**src/rtl/fpga_pkg.sv**
```systemverilog
// Shared definitions for the program-execution core and its peripherals.
//   MemoryElementWidth : width of every memory / channel word
//   word_t             : one channel or memory word
//   count_t            : occupancy / size value (same width as a word, so the
//                        core can move inSize straight into a register)
package fpga_pkg;

  localparam int unsigned MemoryElementWidth = 12;

  typedef logic [MemoryElementWidth-1:0] word_t;
  typedef logic [MemoryElementWidth-1:0] count_t;

endpackage

```
**src/rtl/in_channel_ram.sv**
```systemverilog
// Storage array for in_channel: NIn words, one synchronous write port and one
// synchronous read port. The read register is the channel's inData output, so
// it only loads on a read and otherwise holds its last value.
// Ports:
//   clock, reset : clock and synchronous active-high reset (clears rdata only)
//   we/waddr/wdata : write port
//   re/raddr/rdata : read port, rdata valid the cycle after re
module in_channel_ram
  import fpga_pkg::*;
#(
  parameter int unsigned NIn       = 16,
  parameter int unsigned AddrWidth = $clog2(NIn)
) (
  input  logic                 clock,
  input  logic                 reset,
  input  logic                 we,
  input  logic [AddrWidth-1:0] waddr,
  input  word_t                wdata,
  input  logic                 re,
  input  logic [AddrWidth-1:0] raddr,
  output word_t                rdata
);

  word_t mem [NIn];

  // Array contents are deliberately not reset.
  always_ff @(posedge clock) begin
    if (we) begin
      mem[waddr] <= wdata;
    end
  end

  always_ff @(posedge clock) begin
    if (reset) begin
      rdata <= '0;
    end else if (re) begin
      rdata <= mem[raddr];
    end
  end

endmodule

```
**src/rtl/in_channel.sv**
```systemverilog
// Input-channel FIFO feeding the core's `in` / `inSize` instructions.
// Producer pushes words over a valid/ready port; the core pops one word per
// inReq and gets inAck/inHit/inData one cycle later. A pop on an empty channel
// acks with inHit = 0 and leaves inData untouched.
// Ports:
//   clock, reset          : clock, synchronous active-high reset
//   loadValid/loadData    : push request and word
//   loadReady             : channel not full (combinational from count)
//   inReq                 : pop request pulse
//   inAck/inHit/inData    : registered pop response
//   inSize                : registered occupancy
//   underflow             : sticky missed-pop flag, only when the macro
//                           IN_CHANNEL_UNDERFLOW_EN is defined
// NIn may be any value from 2 to 2**MemoryElementWidth-1.
module in_channel
  import fpga_pkg::*;
#(
  parameter int unsigned NIn = 16
) (
  input  logic   clock,
  input  logic   reset,
  input  logic   loadValid,
  input  word_t  loadData,
  output logic   loadReady,
  input  logic   inReq,
  output logic   inAck,
  output logic   inHit,
  output word_t  inData,
  output count_t inSize
`ifdef IN_CHANNEL_UNDERFLOW_EN
  ,
  output logic   underflow
`endif
);

  localparam int unsigned AddrWidth = $clog2(NIn);
  localparam logic [AddrWidth-1:0] LastPtr = AddrWidth'(NIn - 1);

  logic [AddrWidth-1:0] wp_q, wp_d, rp_q, rp_d;
  count_t               count_q, count_d;
  logic                 ack_q, hit_q;
  logic                 push, pop;

  // Ready looks only at registered count: a full channel refuses a push even
  // when a pop frees a slot in the same cycle.
  assign loadReady = (count_q < count_t'(NIn));
  assign push      = loadValid && loadReady;
  assign pop       = inReq && (count_q != '0);

  // Explicit wrap so non-power-of-two depths work.
  always_comb begin
    wp_d    = wp_q;
    rp_d    = rp_q;
    count_d = count_q;
    if (push) begin
      wp_d = (wp_q == LastPtr) ? '0 : wp_q + AddrWidth'(1);
    end
    if (pop) begin
      rp_d = (rp_q == LastPtr) ? '0 : rp_q + AddrWidth'(1);
    end
    unique case ({push, pop})
      2'b10:   count_d = count_q + count_t'(1);
      2'b01:   count_d = count_q - count_t'(1);
      default: count_d = count_q;
    endcase
  end

  always_ff @(posedge clock) begin
    if (reset) begin
      wp_q    <= '0;
      rp_q    <= '0;
      count_q <= '0;
      ack_q   <= 1'b0;
      hit_q   <= 1'b0;
    end else begin
      wp_q    <= wp_d;
      rp_q    <= rp_d;
      count_q <= count_d;
      ack_q   <= inReq;
      hit_q   <= pop;
    end
  end

`ifdef IN_CHANNEL_UNDERFLOW_EN
  logic underflow_q;

  always_ff @(posedge clock) begin
    if (reset) begin
      underflow_q <= 1'b0;
    end else if (inReq && (count_q == '0)) begin
      underflow_q <= 1'b1;
    end
  end

  assign underflow = underflow_q;
`endif

  in_channel_ram #(
    .NIn       (NIn),
    .AddrWidth (AddrWidth)
  ) u_ram (
    .clock (clock),
    .reset (reset),
    .we    (push),
    .waddr (wp_q),
    .wdata (loadData),
    .re    (pop),
    .raddr (rp_q),
    .rdata (inData)
  );

  assign inAck  = ack_q;
  assign inHit  = hit_q;
  assign inSize = count_q;

endmodule
```
**config.mk**
```make
export PLATFORM = sky130hd
export DESIGN_NAME = in_channel
export DESIGN_NICKNAME = d
export VERILOG_FILES = /design/src/rtl/fpga_pkg.sv /design/src/rtl/in_channel_ram.sv /design/src/rtl/in_channel.sv
export SDC_FILE = /design/constraint.sdc
export NUM_CORES = 1
export LEC_CHECK = 0
export BUFFER_PORTS_ARGS = -buffer_cell sky130_fd_sc_hd__buf_2
export CORE_UTILIZATION = 45
export CTS_BUF_LIST = sky130_fd_sc_hd__clkbuf_4 sky130_fd_sc_hd__clkbuf_8 sky130_fd_sc_hd__clkbuf_16
export CTS_CLUSTER_DIAMETER = 100
export CTS_CLUSTER_SIZE = 20
export DETAILED_ROUTE_END_ITERATION = 8
export PLACE_DENSITY_LB_ADDON = 0.2
export SYNTH_ARGS = -nofsm -noshare
export SYNTH_HDL_FRONTEND = slang
export SYNTH_SLANG_ARGS = --single-unit
```
**constraint.sdc**
```tcl
create_clock -name clock -period 7.4 [get_ports clock]
set_clock_uncertainty 0.1 [all_clocks]
set_input_delay 0.74 -clock clock [delete_from_list [all_inputs] [get_ports clock]]
set_output_delay 0.74 -clock clock [all_outputs]
set_load 0.1 [all_outputs]
```
**Word level (Yosys, flattened, before mapping)**

Memories as Yosys holds them, arrays and structs flattened. A register that Yosys moved wholly into a read port is not among the register bits.
Cells that the tools add are included.

- Logic and storage cells: 24
- Bits of input ports: 16
- Output and inout bits: 27
- Register bits: 22
- Memories kept: 1
- RAM bits: 192

- Reductions and logical operators: 4
- Equal/unequal tests: 4
- $add $sub $neg: 4
- Multiplexer cells: 5
- Magnitude comparators: 1

Memories:

| memory | depth | bits a word | read ports | clocked after Yosys merged registers in | wr ports | line | RTL |
|---|---|---|---|---|---|---|---|
| u_ram.mem | 16 | 12 | 1 | 1 | 1 | in_channel_ram.sv:24 | `word_t mem [NIn];` |

Operators with widths:

| operator | number |
|---|---|
| $pmux W12 S2 | 1 |
| $add A12 B1 Y12 const B | 1 |
| $lt A12 B5 Y1 const B | 1 |
| $reduce_bool A12 Y1 | 1 |
| $sub A12 B1 Y12 const B | 1 |
| $add A4 B1 Y4 const B | 2 |
| $eq A4 B4 Y1 const B | 2 |
| $mux W4 | 2 |
| $eq A2 B1 Y1 const B | 1 |
| $eq A2 B2 Y1 const B | 1 |
| $logic_and A1 B1 Y1 | 2 |
| $mux W1 | 2 |
| $reduce_bool A2 Y1 | 1 |

**Longest topological paths before layout**

- Word-level depth: 4
- Mapped depth: 15
- Depth with buffers taken out: 14

**Hierarchy**

A second synthesis with hierarchy kept.

- Cell total of the unflattened synthesis: 639
- Area, all modules: 9377.7 µm²

By module, submodules not included:

| module | seq. area each (µm²) | cells an instance | instances | area each (µm²) |
|---|---|---|---|---|
| in_channel_ram | 6005.8 | 463 | 1 | 7926.4 |
| in_channel | 440.4 | 176 | 1 | 1451.4 |

**Least setup slack after synthesis**

Ideal clock, no wire load.

- Path type: register to register
- From: register count_q[7], in the netlist inSize[7]
- To: register count_q[11], in the netlist inSize[11]
- Arrival time: 4.812 ns
- Slack: 2.367 ns
- Cell stages (with the launch flop): 15
- Setup time: 0.121 ns
- Cells stage by stage: dfxtp_1 > or4_4 > nor2_2 > nand2_1 > nand2_1 > clkinv_1 > buf_2 > ha_1 > ha_1 > and2_1 > a221o_1 > o211ai_1 > mux2i_1 > o21ai_0 > mux2_2

- Cells in the longest elaborated chain, start to end: 4
- Elaborated cells on any way between the ends: 10
- Classes of those cells: 2 x add/sub; 1 x order compare; 2 x eq/ne; 1 x mux; 4 x reduce/logical

Ends and longest elaborated chain:

| what | line | RTL |
|---|---|---|
| start: declaration | in_channel.sv:40 | `count_t count_q, count_d;` |
| start signal: assignment | in_channel.sv:78 | `count_q <= count_d;` |
| $lt A12 B5 Y1 (*) | in_channel.sv:46 | `assign loadReady = (count_q < count_t'(NIn));` |
| via loadReady | in_channel.sv:24 | `output logic loadReady,` |
| $logic_and A1 B1 Y1 (*) | in_channel.sv:47 | `assign push = loadValid && loadReady;` |
| $eq A2 B1 Y1 / $eq A2 B2 Y1 (equally long branches) | in_channel.sv:61 | `unique case ({push, pop})` |
| $pmux W12 S2 / $reduce_bool A2 Y1 (equally long branches) | - |  |

The timed path passes the listed nets; every way through them passes the cells marked *.
A chain may end at the register's enable or synchronous reset.

**Worst setup path after layout**

- From: register count_q[7], in the netlist inSize[7]
- To: register count_q[7], in the netlist inSize[7]

- Cells in the longest elaborated chain, start to end: 4
- Elaborated cells on any way between the ends: 10
- Classes of those cells: 2 x add/sub; 1 x order compare; 2 x eq/ne; 1 x mux; 4 x reduce/logical

Ends and longest elaborated chain:

| what | line |
|---|---|
| $lt A12 B5 Y1 / $reduce_bool A12 Y1 (equally long branches) | in_channel.sv:46, in_channel.sv:48 |
| $logic_and A1 B1 Y1, on equally long branches | in_channel.sv:47, in_channel.sv:48 |
| $eq A2 B1 Y1 / $eq A2 B2 Y1 (equally long branches) | in_channel.sv:61 |
| $pmux W12 S2 / $reduce_bool A2 Y1 (equally long branches) | - |

Several ways; a longest one is shown, not always the timed one.

==> results list <==
- Result of the run: finished clean
- STA classifies the critical path endpoint as a flip-flop.
- Fraction of registers with async set or reset after synthesis: 0
- Headroom to the max-slew limit came out at 0.225.
- Final nets: 593
* Detailed-placement wirelength estimate: 11,200 um
- Largest net degree at the start of global routing: 54
- The repair_antennas step left the layout with diodes totalling 0.
* First-pass GRT wire length: 27,800 um
* Count of antenna-violating nets left after detailed routing: 0
- Of the total power, the share spent switching nets is 0.379.
- At the end of the flow the core is filled with cells to 0.515.
* Average via count per standard cell: 5.68
- Flops & latches, synth: 226
- The congestion estimate from routability-driven global placement came to 0.863.
- For the worst-skew pair, the clock arrives at the later sink with an insertion delay of 470 ps.
- For this configuration, the core starts out at a cell density of 0.465.
- Setup slack closes at 2670 ps.
- Synth warnings: 0
* Synth Net Count: 551
* Worst hold slack after final layout: 358 ps
- Global routing finished with a remaining overflow of 0.
- For this block, the routed nets add up to 18,100 um of wire.
* Synth Instances: 518
- Chip Height: 144 um
- Before antenna repair, the detailed router went through 4 iterations.
- Mean cell area of the mapped netlist: 17.6 sq um
- The total area inside the core boundary comes to 19,700 sq um.
- Fraction of power consumed by the clock network: 0.215
- Area share of the largest cell type after synthesis: 0.631
- Number of top-level design ports: 43
* Most area-hungry cell type in the Yosys netlist: edfxtp_1
- Number of global-route vias before repair: 4,751
- The cell area that synthesis handed to floorplanning was 9130 sq um.
* P per Cell Area: 378 nW/um^2
* Worst-path clk slew: 80 ps
- Leaving out fill and tap cells, the most frequent cell in the layout is edfxtp_1.
* # setup viols final: 0
- Maximum fanout along the worst path: 18
* Total CTS buffers: 15
* Share of the yosys chip area belonging to registers: 0.706
- Static timing analysis puts the maximum clock frequency at 211 MHz.
- TritonCTS built the clock tree.
* Total of hold buffers inserted after clock tree synthesis: 0
- The path class of the tightest hold or removal check is flip-flop to flip-flop.
* Deepest clock path buffer count: 3
* EDFF count, synth: 192
- In the global route stage, overall resource usage came out at 0.182.
- DR iter-0 viols: 414
- After detailed routing, the average wire length per cell comes to 21.8 um.
- The critical path is of the flip-flop to flip-flop type.
- After routing, the total negative slack on setup checks comes to 0 ps.
- Transition time at the pin with the least slew margin: 1160 ps
- At the worst endpoint, the arrival time is 4990 ps.
- Vias after detailed routing: 4,709
- The final count of pins violating max slew came to 0.
* Critical path required time: 7650 ps
* Worst setup timing slack at the placement stage: 2710 ps
- The setup check on the worst reg-to-reg path leaves a slack of 2670 ps.
* CTS sink cnt: 226
- The count of buffers added on input and output ports is 42.
* Pint: 2370 uW
- In the post-synthesis netlist, the biggest area contributors are edfxtp_1 63%, mux4_2 15%, dfxtp_1 7.5%.
- In this run the clock root is driven by a clkbuf_16.
* Number of buffers inserted to repair setup after CTS: 0
- STA classifies the critical path startpoint as a flip-flop.
- The worst-case IR drop observed on VDD is 0.201 mV.
* Most frequent cells in the layout: 192 x edfxtp_1, 60 x mux4_2, 52 x nand2_1
* Endpoints failing hold: 0
- Dominant synthesized flop cell: edfxtp_1
* Net switching power figure: 1450 uW
- Minimum clock period after layout: 4730 ps
* Max-cap violations: 0
- The floorplan step defined a die boundary enclosing 20,900 sq um.
- For this run, design rule violations remaining after detail routing come to 0.
- Setup repair after global routing missed its margin: false
* Portion of the clock cycle consumed by the worst path in the final layout: 0.639
- In this run the number of H-tree levels came out at 1.
* Gate power share: 0.383
* Fraction of final layout cells with drive strength greater than 1: 0.270
* Resized cells post-CTS: 0
- Compared with the post-synthesis result, the final layout area differs by 10.8%.
- Initial antenna violation count: 0
* Lkg Pwr: 0.00332 uW
- Library cells used by synthesis: 46
- Horizontal die dimension: 144 um
- The share of total power dissipated in sequential elements is 0.402.
- Number of core rows: 51
[cells in the mapped netlist (all sizes together), types with 3 or more instances]
library cell    n
edfxtp        192
mux4           60
nand2          53
dfxtp          34
a21oi          28
nor2           25
clkbuf         16
ha             16
buf            11
inv             7
o21ai           7
nor3            6
nor2b           5
xor2            5
a21o            4
and3            4
or3             4
and2            3
nor4            3
o22ai           3
or4             3
xnor2           3
[path summary, 6_finish.rpt]
| check | start | to | depth (start not counted) |
|---|---|---|---|
| hold reg to reg | u_ram.rdata[0] | u_ram.rdata[0] | 2 |
| setup / recovery | inSize[7] | inSize[7] | 13 |
| hold / removal | u_ram.rdata[0] | u_ram.rdata[0] | 2 |
| setup reg to reg | inSize[7] | inSize[7] | 13 |
[critical path: stages, from the launching register on]
cell	delay [ps]
dfxtp_1	350
or4_4	550
nor2_2	160
nand2_1	80
nand2_1	400
clkinv_1	560
ha_1	570
ha_1	410
and2_1	180
a221o_1	370
o21a_1	230
a21oi_1	190
nor4_1	70
or3_1	400
[cell type report]
class | instances | area [sq um]
clock inverter | 2 | 41.3
inverter | 8 | 30.0
clock buffer | 19 | 405
sequential | 226 | 6450
multi-input combinational | 257 | 2570
tap | 265 | 332
timing repair buffer | 52 | 285
fill | 1645 | 9540
[kinds of logic after synthesis]
group / count (synthesis) / share of synthesized area
buf+inv: 35 / 0.0170
compound gates: 54 / 0.0356
simple gates: 116 / 0.0593
xor+xnor: 8 / 0.00767
flops: 226 / 0.706
mux: 62 / 0.150
fa+ha+maj: 17 / 0.0241
[flip-flops by register name (all words and copies together), names as in the netlist]
name,count
wp_q,4
rp_q,4
inSize,12
inHit,1
inAck,1
u_ram.mem,192
u_ram.rdata,12
[metrics by stage]
| stage | std cells | area (sq um) | power, uW |
|---|---|---|---|
| 2_1_floorplan | 518 | 9130 | 2750 |
| 3_3_place_gp | 808 | 9670 | 3000 |
| 3_5_place_dp | 808 | 9670 | 3030 |
| 4_1_cts | 829 | 10100 | 3850 |
| 5_1_grt | 829 | 10100 | 4000 |
| 6_report | 829 | 10100 | 3820 |
[power by group through the flow]
stage	clock network [uW]	registers, uW	logic (uW)
floorplan	0	1920	833
global placement	0	1560	1440
detailed placement	0	1570	1460
CTS	845	1540	1470
global route	881	1550	1580
finish	823	1530	1460
[metal layers]
metal / vias up / GRT usage / routed length, um
li1: 2132 / - / -
met1: 2447 / 0.252 / 8330
met2: 107 / 0.309 / 8840
met3: 23 / 0.0252 / 611
met4: 0 / 0.0366 / 308
met5: - / 0 / 0
Note: power is estimated with default switching activity, not from simulation.
